<file path="config.mk">
export PLATFORM = sky130hd
export DESIGN_NAME = gic_slave_wide
export DESIGN_NICKNAME = d
export VERILOG_FILES = /design/src/rtl/gic_slave_wide.sv
export SDC_FILE = /design/constraint.sdc
export NUM_CORES = 1
export LEC_CHECK = 0
export ABC_AREA = 1
export BUFFER_PORTS_ARGS = -buffer_cell sky130_fd_sc_hd__clkbuf_2
export CELL_PAD_IN_SITES_DETAIL_PLACEMENT = 1
export CELL_PAD_IN_SITES_GLOBAL_PLACEMENT = 1
export CORE_ASPECT_RATIO = 1.1
export CORE_MARGIN = 8
export CORE_UTILIZATION = 42
export DETAILED_ROUTE_END_ITERATION = 7
export GPL_TIMING_DRIVEN = 0
export PLACE_DENSITY_LB_ADDON = 0.08
export REMOVE_ABC_BUFFERS = 1
export SYNTH_ARGS = -nofsm -noshare
export SYNTH_HDL_FRONTEND = slang
export SYNTH_SLANG_ARGS = --single-unit
</file>
<file path="constraint.sdc">
create_clock -name wbm_clk_i -period 2.5 [get_ports wbm_clk_i]
set_input_delay 0.5 -clock wbm_clk_i [delete_from_list [all_inputs] [get_ports wbm_clk_i]]
set_output_delay 0.5 -clock wbm_clk_i [all_outputs]
set_load 0.01 [all_outputs]
</file>
<file path="src/rtl/gic_slave_wide.sv">
// GIC link slave: receives request frames over a LINK_W-bit link, runs them as
// classic Wishbone cycles and returns a coded status (plus read data) to the master.
module gic_slave_wide #(
  parameter int                LINK_W  = 4,
  parameter logic [LINK_W-1:0] IDLE    = {LINK_W{1'b1}},
  parameter int                TIMEOUT = 256
) (
  input  logic              wbm_clk_i,
  input  logic              wbm_rst_i,
  output logic [31:0]       wbm_adr_o,
  output logic [31:0]       wbm_dat_o,
  output logic [3:0]        wbm_sel_o,
  output logic              wbm_we_o,
  output logic              wbm_cyc_o,
  output logic              wbm_stb_o,
  output logic [2:0]        wbm_cti_o,
  output logic [1:0]        wbm_bte_o,
  input  logic [31:0]       wbm_dat_i,
  input  logic              wbm_ack_i,
  input  logic              wbm_err_i,
  input  logic              wbm_rty_i,
  input  logic [LINK_W-1:0] gic_dat_i,
  output logic [LINK_W-1:0] gic_dat_o,
  output logic              cksum_err_o
);

  localparam int                BEATS     = 32 / LINK_W;
  localparam logic [LINK_W-1:0] MI        = {LINK_W/4{4'b1010}};
  localparam logic [LINK_W-1:0] SI        = {LINK_W/4{4'b0101}};
  localparam logic [LINK_W-1:0] K         = {LINK_W/4{4'b1100}};
  localparam logic [3:0]        LAST_BEAT = 4'(BEATS - 1);
  localparam logic [15:0]       TMO_LAST  = 16'(TIMEOUT - 1);

  typedef enum logic [3:0] {
    M_INIT, M_CMD, M_SEL, M_ADR, M_DAT, M_CKSUM,
    WB_CYC, S_INIT, S_RESP, S_DAT, S_CKSUM
  } state_t;

  state_t              state_reg, state_next;
  logic                we_reg;
  logic [3:0]          sel_reg;
  logic [31:0]         adr_reg, dat_reg, rdat_reg;
  logic [LINK_W-1:0]   cksum_reg, rsum_reg;
  logic [3:0]          beat_reg;
  logic [15:0]         timer_reg;
  logic [2:0]          status_reg;
  logic                cksum_err_reg;
  logic                beat_last;
  logic                wb_term;
  logic [LINK_W-1:0]   beat_k;

  assign beat_last = (beat_reg == LAST_BEAT);
  assign wb_term   = wbm_ack_i | wbm_err_i | wbm_rty_i;
  // The last beat of every word is folded with K so all-zero/all-one words cannot pass.
  assign beat_k    = beat_last ? K : {LINK_W{1'b0}};

  always_comb begin
    state_next = state_reg;
    gic_dat_o  = IDLE;
    case (state_reg)
      M_INIT:  if (gic_dat_i == MI) state_next = M_CMD;
      M_CMD:   state_next = M_SEL;
      M_SEL:   state_next = M_ADR;
      M_ADR:   if (beat_last) state_next = we_reg ? M_DAT : M_CKSUM;
      M_DAT:   if (beat_last) state_next = M_CKSUM;
      M_CKSUM: state_next = (gic_dat_i == cksum_reg) ? WB_CYC : S_INIT;
      WB_CYC:  if (wb_term || timer_reg == TMO_LAST) state_next = S_INIT;
      S_INIT: begin
        gic_dat_o  = SI;
        state_next = S_RESP;
      end
      S_RESP: begin
        gic_dat_o  = {{(LINK_W-3){1'b0}}, status_reg};
        state_next = (!we_reg && status_reg == 3'd0) ? S_DAT : M_INIT;
      end
      S_DAT: begin
        gic_dat_o = rdat_reg[31 -: LINK_W];
        if (beat_last) state_next = S_CKSUM;
      end
      S_CKSUM: begin
        gic_dat_o  = rsum_reg;
        state_next = M_INIT;
      end
      default: state_next = M_INIT;
    endcase
  end

  always_ff @(posedge wbm_clk_i) begin
    if (wbm_rst_i) begin
      state_reg     <= M_INIT;
      we_reg        <= 1'b0;
      sel_reg       <= 4'd0;
      adr_reg       <= 32'd0;
      dat_reg       <= 32'd0;
      rdat_reg      <= 32'd0;
      cksum_reg     <= {LINK_W{1'b0}};
      rsum_reg      <= {LINK_W{1'b0}};
      beat_reg      <= 4'd0;
      timer_reg     <= 16'd0;
      status_reg    <= 3'd0;
      cksum_err_reg <= 1'b0;
    end else begin
      state_reg     <= state_next;
      cksum_err_reg <= 1'b0;
      case (state_reg)
        M_CMD: we_reg <= gic_dat_i[LINK_W-1];
        M_SEL: begin
          sel_reg   <= gic_dat_i[3:0];
          cksum_reg <= gic_dat_i;
          beat_reg  <= 4'd0;
        end
        M_ADR: begin
          adr_reg   <= {adr_reg[31-LINK_W:0], gic_dat_i};
          cksum_reg <= cksum_reg ^ gic_dat_i ^ beat_k;
          beat_reg  <= beat_last ? 4'd0 : beat_reg + 4'd1;
        end
        M_DAT: begin
          dat_reg   <= {dat_reg[31-LINK_W:0], gic_dat_i};
          cksum_reg <= cksum_reg ^ gic_dat_i ^ beat_k;
          beat_reg  <= beat_last ? 4'd0 : beat_reg + 4'd1;
        end
        M_CKSUM: begin
          timer_reg <= 16'd0;
          if (gic_dat_i != cksum_reg) begin
            cksum_err_reg <= 1'b1;
            status_reg    <= 3'd3;
          end
        end
        WB_CYC: begin
          timer_reg <= timer_reg + 16'd1;
          if (wbm_ack_i) begin
            status_reg <= 3'd0;
            rdat_reg   <= wbm_dat_i;
          end else if (wbm_err_i) begin
            status_reg <= 3'd1;
          end else if (wbm_rty_i) begin
            status_reg <= 3'd2;
          end else if (timer_reg == TMO_LAST) begin
            status_reg <= 3'd4;
          end
        end
        S_RESP: begin
          rsum_reg <= {LINK_W{1'b0}};
          beat_reg <= 4'd0;
        end
        S_DAT: begin
          rdat_reg <= {rdat_reg[31-LINK_W:0], {LINK_W{1'b0}}};
          rsum_reg <= rsum_reg ^ rdat_reg[31 -: LINK_W] ^ beat_k;
          beat_reg <= beat_last ? 4'd0 : beat_reg + 4'd1;
        end
        default: ;
      endcase
    end
  end

  assign wbm_cyc_o   = (state_reg == WB_CYC);
  assign wbm_stb_o   = wbm_cyc_o;
  assign wbm_we_o    = we_reg & wbm_cyc_o;
  assign wbm_adr_o   = adr_reg;
  assign wbm_dat_o   = dat_reg;
  assign wbm_sel_o   = sel_reg;
  assign wbm_cti_o   = 3'b000;
  assign wbm_bte_o   = 2'b00;
  assign cksum_err_o = cksum_err_reg;

endmodule

</file>
==> flow_metrics.py, run 1 <==
metrics = {
    "status": {
        "status": "complete, no violations",
    },
    "global_route": {
        "grt_pass1_vias": 5846,
        "grt_remaining_overflow": 0,
        "grt_pass1_wl_mm": 27.8,
        "grt_usage_pct": 18.9,
        "antenna_found_initial": 0,
        "grt_max_degree": 100,
    },
    "hold_path": {
        "whs_path_depth": 3,
        "min_to": "rdat_reg[1]$_SDFFE_PP0P_",
        "hp-class": "primary input to flop",
        "hp-start": "wbm_dat_i[1]",
    },
    "die": {
        "dieArea_um2": 18000,
        "fp.dieW_um": 129,
        "std_cell_rows": 45,
        "ioPinCount": 122,
        "start_util_pct": 42.7,
        "core_um2": 13700,
        "die_y_um": 140,
    },
    "setup_path": {
        "crit_slowest_cell": "dfxtp_1",
        "crit_fanout": 5,
        "reg2reg_from": "state_reg[2]$_SDFFE_PP0P_",
        "slowest_delay_ps": 460,
        "cp_top_family": "simple AND/OR/NAND/NOR gates",
        "worstSetupEndpointType": "output port",
        "required_ps": 2000,
        "crit_chain": "nand2_1, inv_1, nor2_1, or2_2, o211ai_1, clkbuf_2",
        "ff2ff_setup_slack_ps": 170,
        "r2r-end": "rdat_reg[6]$_SDFFE_PP0P_",
        "path_buf_inv": 2,
        "arrival_ps": 1860,
        "critPathKind": "flop to output port",
        "r2r_cells": 7,
        "cp-start-kind": "flop",
    },
    "timing": {
        "hold_violations": 0,
        "finalWorstSetupSlack_ps": 141,
        "fin_worst_skew_ps": 6.21,
        "setup_viol": 0,
        "slew_headroom_pct": 42.1,
        "finalHoldWorstSlack_ps": 340,
        "tightest_slew_ps": 867,
        "timing.fmax_mhz": 424,
        "rsz0062_at_grt": "no",
        "period_share_pct": 94.4,
        "maxSlewViolCount": 0,
        "fin_setup_tns_ps": 0,
        "layout_min_cycle_time_ps": 2360,
    },
    "clock_network": {
        "cts_max_path_buffers": 2,
        "tritoncts": "yes",
        "ctsHoldBuffers": 0,
        "clock_latency_ps": 420,
        "clock_sinks": 137,
        "root_buffer": "clkbuf_16",
        "cts_buffers": 17,
        "htreeDepth": 4,
        "post_cts_buffers": 0,
        "clk_pin_slew_ps": 60,
    },
    "drt": {
        "dr.pass1.iters": 4,
        "routed_wl_mm": 16.7,
        "ant_nets": 0,
        "drt_iter0_markers": 260,
        "wl_per_cell_um": 15.0,
        "viasPerCell": 5.09,
        "drc_errors": 0,
        "vias": 5662,
    },
    "layout": {
        "layout-drive-gt1-share_pct": 19.4,
        "fillers": 1808,
        "num_antenna_cells": 0,
        "fin_nets": 955,
        "area_delta_synth_final_pct": 22.0,
        "final_area_um2": 7150,
    },
    "yosys": {
        "synth-simple-area-share_pct": 28.7,
        "synth_edf_count": 0,
        "synth_top_family_by_area": "simple AND/OR/NAND/NOR gates",
        "synth.ff_latch_count": 137,
        "synth-main-ff-cell": "dfxtp_1",
        "netlist_instances": 816,
        "synth-compound-area-share_pct": 16.7,
        "yosysTopAreaCell": "dfxtp_1",
        "synth_cell_types": 36,
        "avgSynthCellArea_um2": 7.18,
        "synth_mux_area_share_pct": 0,
        "synth-seq-area-share_pct": 46.8,
        "synthAdderAreaFrac_pct": 0.427,
        "yosys-top-cells-count": "211 x nor2_1, 157 x nand2_1, 137 x dfxtp_1, 74 x o21ai_0, 47 x a21oi_1",
        "synthArstFlopShare_pct": 0,
        "syn_area_um2": 5860,
        "synth_area_leaders": "dfxtp_1 47%, nor2_1 14%, nand2_1 10%, o21ai_0 6.3%, a21oi_1 4.0%",
        "synth_top_area_share_pct": 46.8,
        "yosysMostFrequentCell": "nor2_1",
        "synth-warning-count": 0,
        "synth_xor_area_share_pct": 0.448,
    },
    "power_and_ir_drop": {
        "clockPowerShare_pct": 35.9,
        "powerDensity_nw_per_um2": 1010,
        "ir_worst_vdd_uv": 368,
        "combinationalPowerShare_pct": 25.5,
        "design_power_total_mw": 7.23,
        "intPower_mw": 4.86,
        "leakage_nw": 2.99,
        "p_seq_share_pct": 38.6,
        "swShare_pct": 32.9,
        "switching_power_mw": 2.38,
    },
    "placement": {
        "placed_area_um2": 6480,
        "gp_congestion": 0.878,
        "dp_slack_ps": -506,
        "hpwl_mm": 11.6,
        "portBuffers": 116,
    },
    "job": {
        "max_cap_violations": 0,
    },
}
metrics by stage:
step	cells	util (%)
detailed placement	1081	47.2
floorplan	776	-
CTS	1112	51.8
global route	1112	52.0
global placement	1080	46.9
finish	1112	52.0
per-layer routing:
layer / vias up / wire, um / global-route usage (%)
li1: 2861 / - / -
met1: 2672 / 7320 / 21.9
met2: 111 / 8370 / 33.1
met3: 18 / 811 / 5.08
met4: 0 / 214 / 5.33
met5: - / 0 / 0
worst max-delay path by stage:
stage                                         start                  endpoint  slack (ps)  depth (start not counted)
after floorplan           state_reg[1]$_SDFFE_PP0P_              gic_dat_o[1]         280                          5
after global placement    state_reg[0]$_SDFFE_PP0P_              gic_dat_o[0]        -470                          7
after detailed placement  state_reg[0]$_SDFFE_PP0P_              gic_dat_o[0]        -510                          7
after CTS                 state_reg[1]$_SDFFE_PP0P_  beat_reg[0]$_SDFFE_PP0P_          30                          9
after global routing      state_reg[1]$_SDFFE_PP0P_  rdat_reg[6]$_SDFFE_PP0P_           2                          7
final                     state_reg[1]$_SDFFE_PP0P_              gic_dat_o[3]         140                          6
worst reg2reg max path, cell delays in order (launching register included):
cell     delay, ps
dfxtp_1        460
nand2_2        190
nor2_4         530
nand2_4        330
nand2_4        330
inv_2          170
nand2_1         90
a31oi_1         70
power groups by stage:
stage,combinational (mW),clock (mW),sequential [mW]
after detailed placement,1.84,0,2.83
after global placement,1.75,0,2.80
final,1.85,2.60,2.79
after global routing,2.11,2.75,2.84
after CTS,1.86,2.64,2.79
after floorplan,1.09,0,2.89
placed cells by master, fill, tap and decap left out, types with 4 or more instances in the layout:
cell type and count:
a21oi_1 47, a31oi_1 9, clkbuf_16 17, clkbuf_2 116
clkbuf_8 5, conb_1 5, dfxtp_1 137, inv_1 32
inv_2 8, nand2_1 154, nand2_2 6, nand3_1 22
nor2_1 210, nor2_4 8, nor3_1 4, o21ai_0 73
o21ai_1 6, o221ai_1 24
cells by family (layout without fill, tap and decap cells):
kind of cell             Yosys count  after routing
AND/OR/NAND/NOR                  417            417
other                              1              5
XOR/XNOR                           3              3
flip-flops                       137            137
AO/OA/AOI/OAI                    169            169
buffers and inverters             87            191
adder cells (fa/ha/maj)            2              2
area by class of cell:
class / instances / area (um2) / area share [%]
clock buffers: 24 / 502 / 7.02
flip-flops and latches: 137 / 2740 / 38.4
multi-input cells: 596 / 2780 / 38.9
clock inverters: 7 / 114 / 1.59
well taps: 188 / 235 / 3.29
inverters: 43 / 169 / 2.36
repair buffers: 117 / 608 / 8.51
repair_timing:
item                       in CTS  in global routing
gates cloned                    0                  0
setup endpoints to repair      16                 18
pin swaps                       1                  0
resized for setup               7                  6
(Power assumes the default switching activity.)
==> run 2, diff against run 1 <==
--- a/config.mk
+++ b/config.mk
@@ -5,13 +5,12 @@
 export SDC_FILE = /design/constraint.sdc
 export NUM_CORES = 1
 export LEC_CHECK = 0
-export ABC_AREA = 1
 export BUFFER_PORTS_ARGS = -buffer_cell sky130_fd_sc_hd__clkbuf_2
 export CELL_PAD_IN_SITES_DETAIL_PLACEMENT = 1
 export CELL_PAD_IN_SITES_GLOBAL_PLACEMENT = 1
 export CORE_ASPECT_RATIO = 1.1
 export CORE_MARGIN = 8
-export CORE_UTILIZATION = 42
+export CORE_UTILIZATION = 43
 export DETAILED_ROUTE_END_ITERATION = 7
 export GPL_TIMING_DRIVEN = 0
 export PLACE_DENSITY_LB_ADDON = 0.08
==> constraint.sdc (replaced) <==
create_clock -name wbm_clk_i -period 2.99 [get_ports wbm_clk_i]
set_input_delay 0.598 -clock wbm_clk_i [delete_from_list [all_inputs] [get_ports wbm_clk_i]]
set_output_delay 0.598 -clock wbm_clk_i [all_outputs]
set_load 0.01 [all_outputs]
==> run 2 against run 1 <==
Compared with the run above: synthesized cell count decreased by 11%; combinational power decreased by 69%; register-to-register slack improved by 210 ps; setup slack better by 80 ps; power fell by 32%; critical endpoint is now wbm_we_o.
==> flow_metrics.py, run 2 <==
metrics = {
    "status": {
        "status": "complete, no violations",
    },
    "clock_network": {
        "root_buffer": "clkbuf_16",
        "clock_sinks": 137,
        "ctsHoldBuffers": 0,
        "cts_buffers": 17,
        "htreeDepth": 4,
        "cts_max_path_buffers": 2,
        "tritoncts": "yes",
        "clk_pin_slew_ps": 60,
        "clock_latency_ps": 420,
    },
    "yosys": {
        "netlist_instances": 726,
        "synth-main-ff-cell": "dfxtp_1",
        "avgSynthCellArea_um2": 8.17,
        "synth_cell_types": 53,
        "synth_edf_count": 0,
        "synthArstFlopShare_pct": 0,
        "synth.ff_latch_count": 137,
        "synth_area_leaders": "dfxtp_1 46%, nand2_1 11%, a21oi_1 7.9%, mux2i_1 5.4%, a211oi_1 4.2%",
        "yosysTopAreaCell": "dfxtp_1",
        "syn_area_um2": 5930,
        "synth-warning-count": 0,
        "yosys-top-cells-count": "170 x nand2_1, 137 x dfxtp_1, 94 x a21oi_1, 58 x nor2_1, 38 x clkbuf_1",
        "synth-seq-area-share_pct": 46.3,
        "yosysMostFrequentCell": "nand2_1",
        "synth_top_area_share_pct": 46.3,
    },
    "layout": {
        "final_common_cell": "nand2_1",
        "layout_common_cells": "169 x nand2_1, 134 x dfxtp_1, 115 x clkbuf_2, 94 x a21oi_1, 58 x nor2_1",
        "fin_nets": 850,
        "num_antenna_cells": 0,
        "layout-drive-gt1-share_pct": 21.1,
        "final_area_um2": 7220,
        "area_delta_synth_final_pct": 21.9,
    },
    "placement": {
        "portBuffers": 116,
        "hpwl_mm": 10.7,
        "placed_area_um2": 6540,
        "gp_congestion": 0.769,
    },
    "die": {
        "start_util_pct": 43.5,
        "std_cell_rows": 45,
        "die_y_um": 139,
        "core_um2": 13600,
        "fp.dieW_um": 128,
        "dieArea_um2": 17800,
        "ioPinCount": 122,
    },
    "timing": {
        "slew_headroom_pct": 34.7,
        "layout_min_cycle_time_ps": 2770,
        "rsz0062_at_grt": "no",
        "finalHoldWorstSlack_ps": 453,
        "setup_viol": 0,
        "maxSlewViolCount": 0,
        "fin_worst_skew_ps": 7.40,
        "tightest_slew_ps": 978,
        "hold_violations": 0,
        "timing.fmax_mhz": 361,
        "period_share_pct": 92.6,
    },
    "global_route": {
        "antenna_found_initial": 0,
        "grt_pass1_wl_mm": 26.9,
        "grt_max_degree": 139,
        "grt_pass1_vias": 5560,
        "grt_remaining_overflow": 0,
        "grt_usage_pct": 18.3,
    },
    "drt": {
        "viasPerCell": 5.35,
        "vias": 5389,
        "routed_wl_mm": 16.2,
        "wl_per_cell_um": 16.1,
        "drt_iter0_markers": 225,
        "dr.pass1.iters": 4,
        "drc_errors": 0,
        "ant_nets": 0,
    },
    "setup_path": {
        "critPathKind": "flop to output port",
        "cp-start-kind": "flop",
        "crit_chain": "nand4bb_2, clkinvlp_4, and2_1, clkbuf_2",
        "required_ps": 2390,
        "arrival_ps": 2170,
        "crit_slowest_cell": "dfxtp_1",
        "crit_fanout": 18,
        "slowest_delay_ps": 710,
        "ff2ff_setup_slack_ps": 380,
        "critical_path.endpoint": "wbm_we_o",
        "critPathLaunch": "state_reg[2]$_SDFFE_PP0P_",
        "reg2reg_from": "state_reg[2]$_SDFFE_PP0P_",
        "r2r-end": "status_reg[1]$_SDFFE_PP0P_",
        "r2r_cells": 5,
        "worstSetupEndpointType": "output port",
    },
    "power_and_ir_drop": {
        "ir_worst_vdd_uv": 313,
        "leakage_nw": 2.93,
        "powerDensity_nw_per_um2": 683,
    },
    "hold_path": {
        "hp-class": "flop to flop",
    },
    "job": {
        "max_cap_violations": 0,
    },
}
## run 2: cell count changes after synthesis, moves of 13 or more
cell / change
a211oi_1: +33
a21oi_1: +47
nand2_1: +13
o221ai_1: -24
inv_1: -26
o21ai_0: -60
mux2i_1: +32
clkbuf_1: +21
nor2_1: -153
## run 2: cell families after synthesis
| family | count (synthesis) | share of synthesized area, % |
|---|---|---|
| compound gates | 175 | 17.9 |
| xor+xnor | 8 | 1.18 |
| fa+ha+maj | 2 | 0.422 |
| buf+inv | 68 | 5.30 |
| flops | 137 | 46.3 |
| mux | 38 | 6.54 |
| other cells | 1 | 0.0633 |
| simple gates | 297 | 22.4 |
## run 2: what timing repair did
item | 4_1_cts | 5_1_grt
cloned | 1 | 0
buffers inserted | 0 | 0
resized for setup | 6 | 1
endpoints found under the setup margin | 35 | 1
## run 2: worst min path at each step
stage	depth (start not counted)	startpoint	slack, ps	endpoint
after CTS	2	wbm_sel_o[3]$_SDFFE_PP0P_	450	wbm_sel_o[3]$_SDFFE_PP0P_
after detailed placement	2	wbm_sel_o[3]$_SDFFE_PP0P_	450	wbm_sel_o[3]$_SDFFE_PP0P_
after floorplan	2	rsum_reg[2]$_SDFFE_PP0P_	440	rsum_reg[2]$_SDFFE_PP0P_
after global placement	2	wbm_adr_o[28]$_SDFFE_PP0P_	440	wbm_adr_o[28]$_SDFFE_PP0P_
after global routing	3	wbm_dat_i[1]	480	rdat_reg[1]$_SDFFE_PP0P_
final	2	wbm_sel_o[3]$_SDFFE_PP0P_	450	wbm_sel_o[3]$_SDFFE_PP0P_
## run 2: area by class of cell
class                           instances  area, um2
Timing Repair inverter                  1       5.00
Multi-Input combinational cell        525       2920
Inverter                                6       26.3
Timing Repair Buffer                  119        636
Clock inverter                         11        194
Fill cell                            1671       6400
Sequential cell                       137       2750
Clock buffer                           21        460
Tap cell                              188        235
## run 2: layer usage
metal  share of wire [%]  up-vias  wire, um  track usage [%]
met5                   0        -         0                0
met2                  50      108      8050             31.2
li1                    -     2668         -                -
met4                 2.2        0       350             7.58
met1                  43     2584      7040             21.1
met3                 4.9       29       789             4.88
## run 2: metrics by stage
| step | setup slack, ps | TNS [ps] | total power, mW | cells | util (%) |
|---|---|---|---|---|---|
| after floorplan | -126 | -3590 | 2.38 | 668 | - |
| after global placement | -1020 | -34080 | 2.58 | 972 | 47.5 |
| after detailed placement | -56.5 | -316 | 2.64 | 975 | 48.0 |
| after CTS | 143 | 0 | 4.97 | 1008 | 53.0 |
| after global routing | 70.3 | 0 | 5.15 | 1008 | 53.0 |
| final | 221 | 0 | 4.93 | 1008 | 53.0 |
## run 2: power breakdown
part	switching [mW]	internal (mW)	total (mW)
clock	0.801	1.52	2.33
sequential	0.137	1.89	2.03
combinational	0.368	0.214	0.581
total	1.31	3.63	4.93
## run 2: worst max-delay path: cells and delay by family (launching register included)
kind                   cells  cell delay [ps]
buffers and inverters      2              470
flip-flops                 1              710
AND/OR/NAND/NOR            2              570
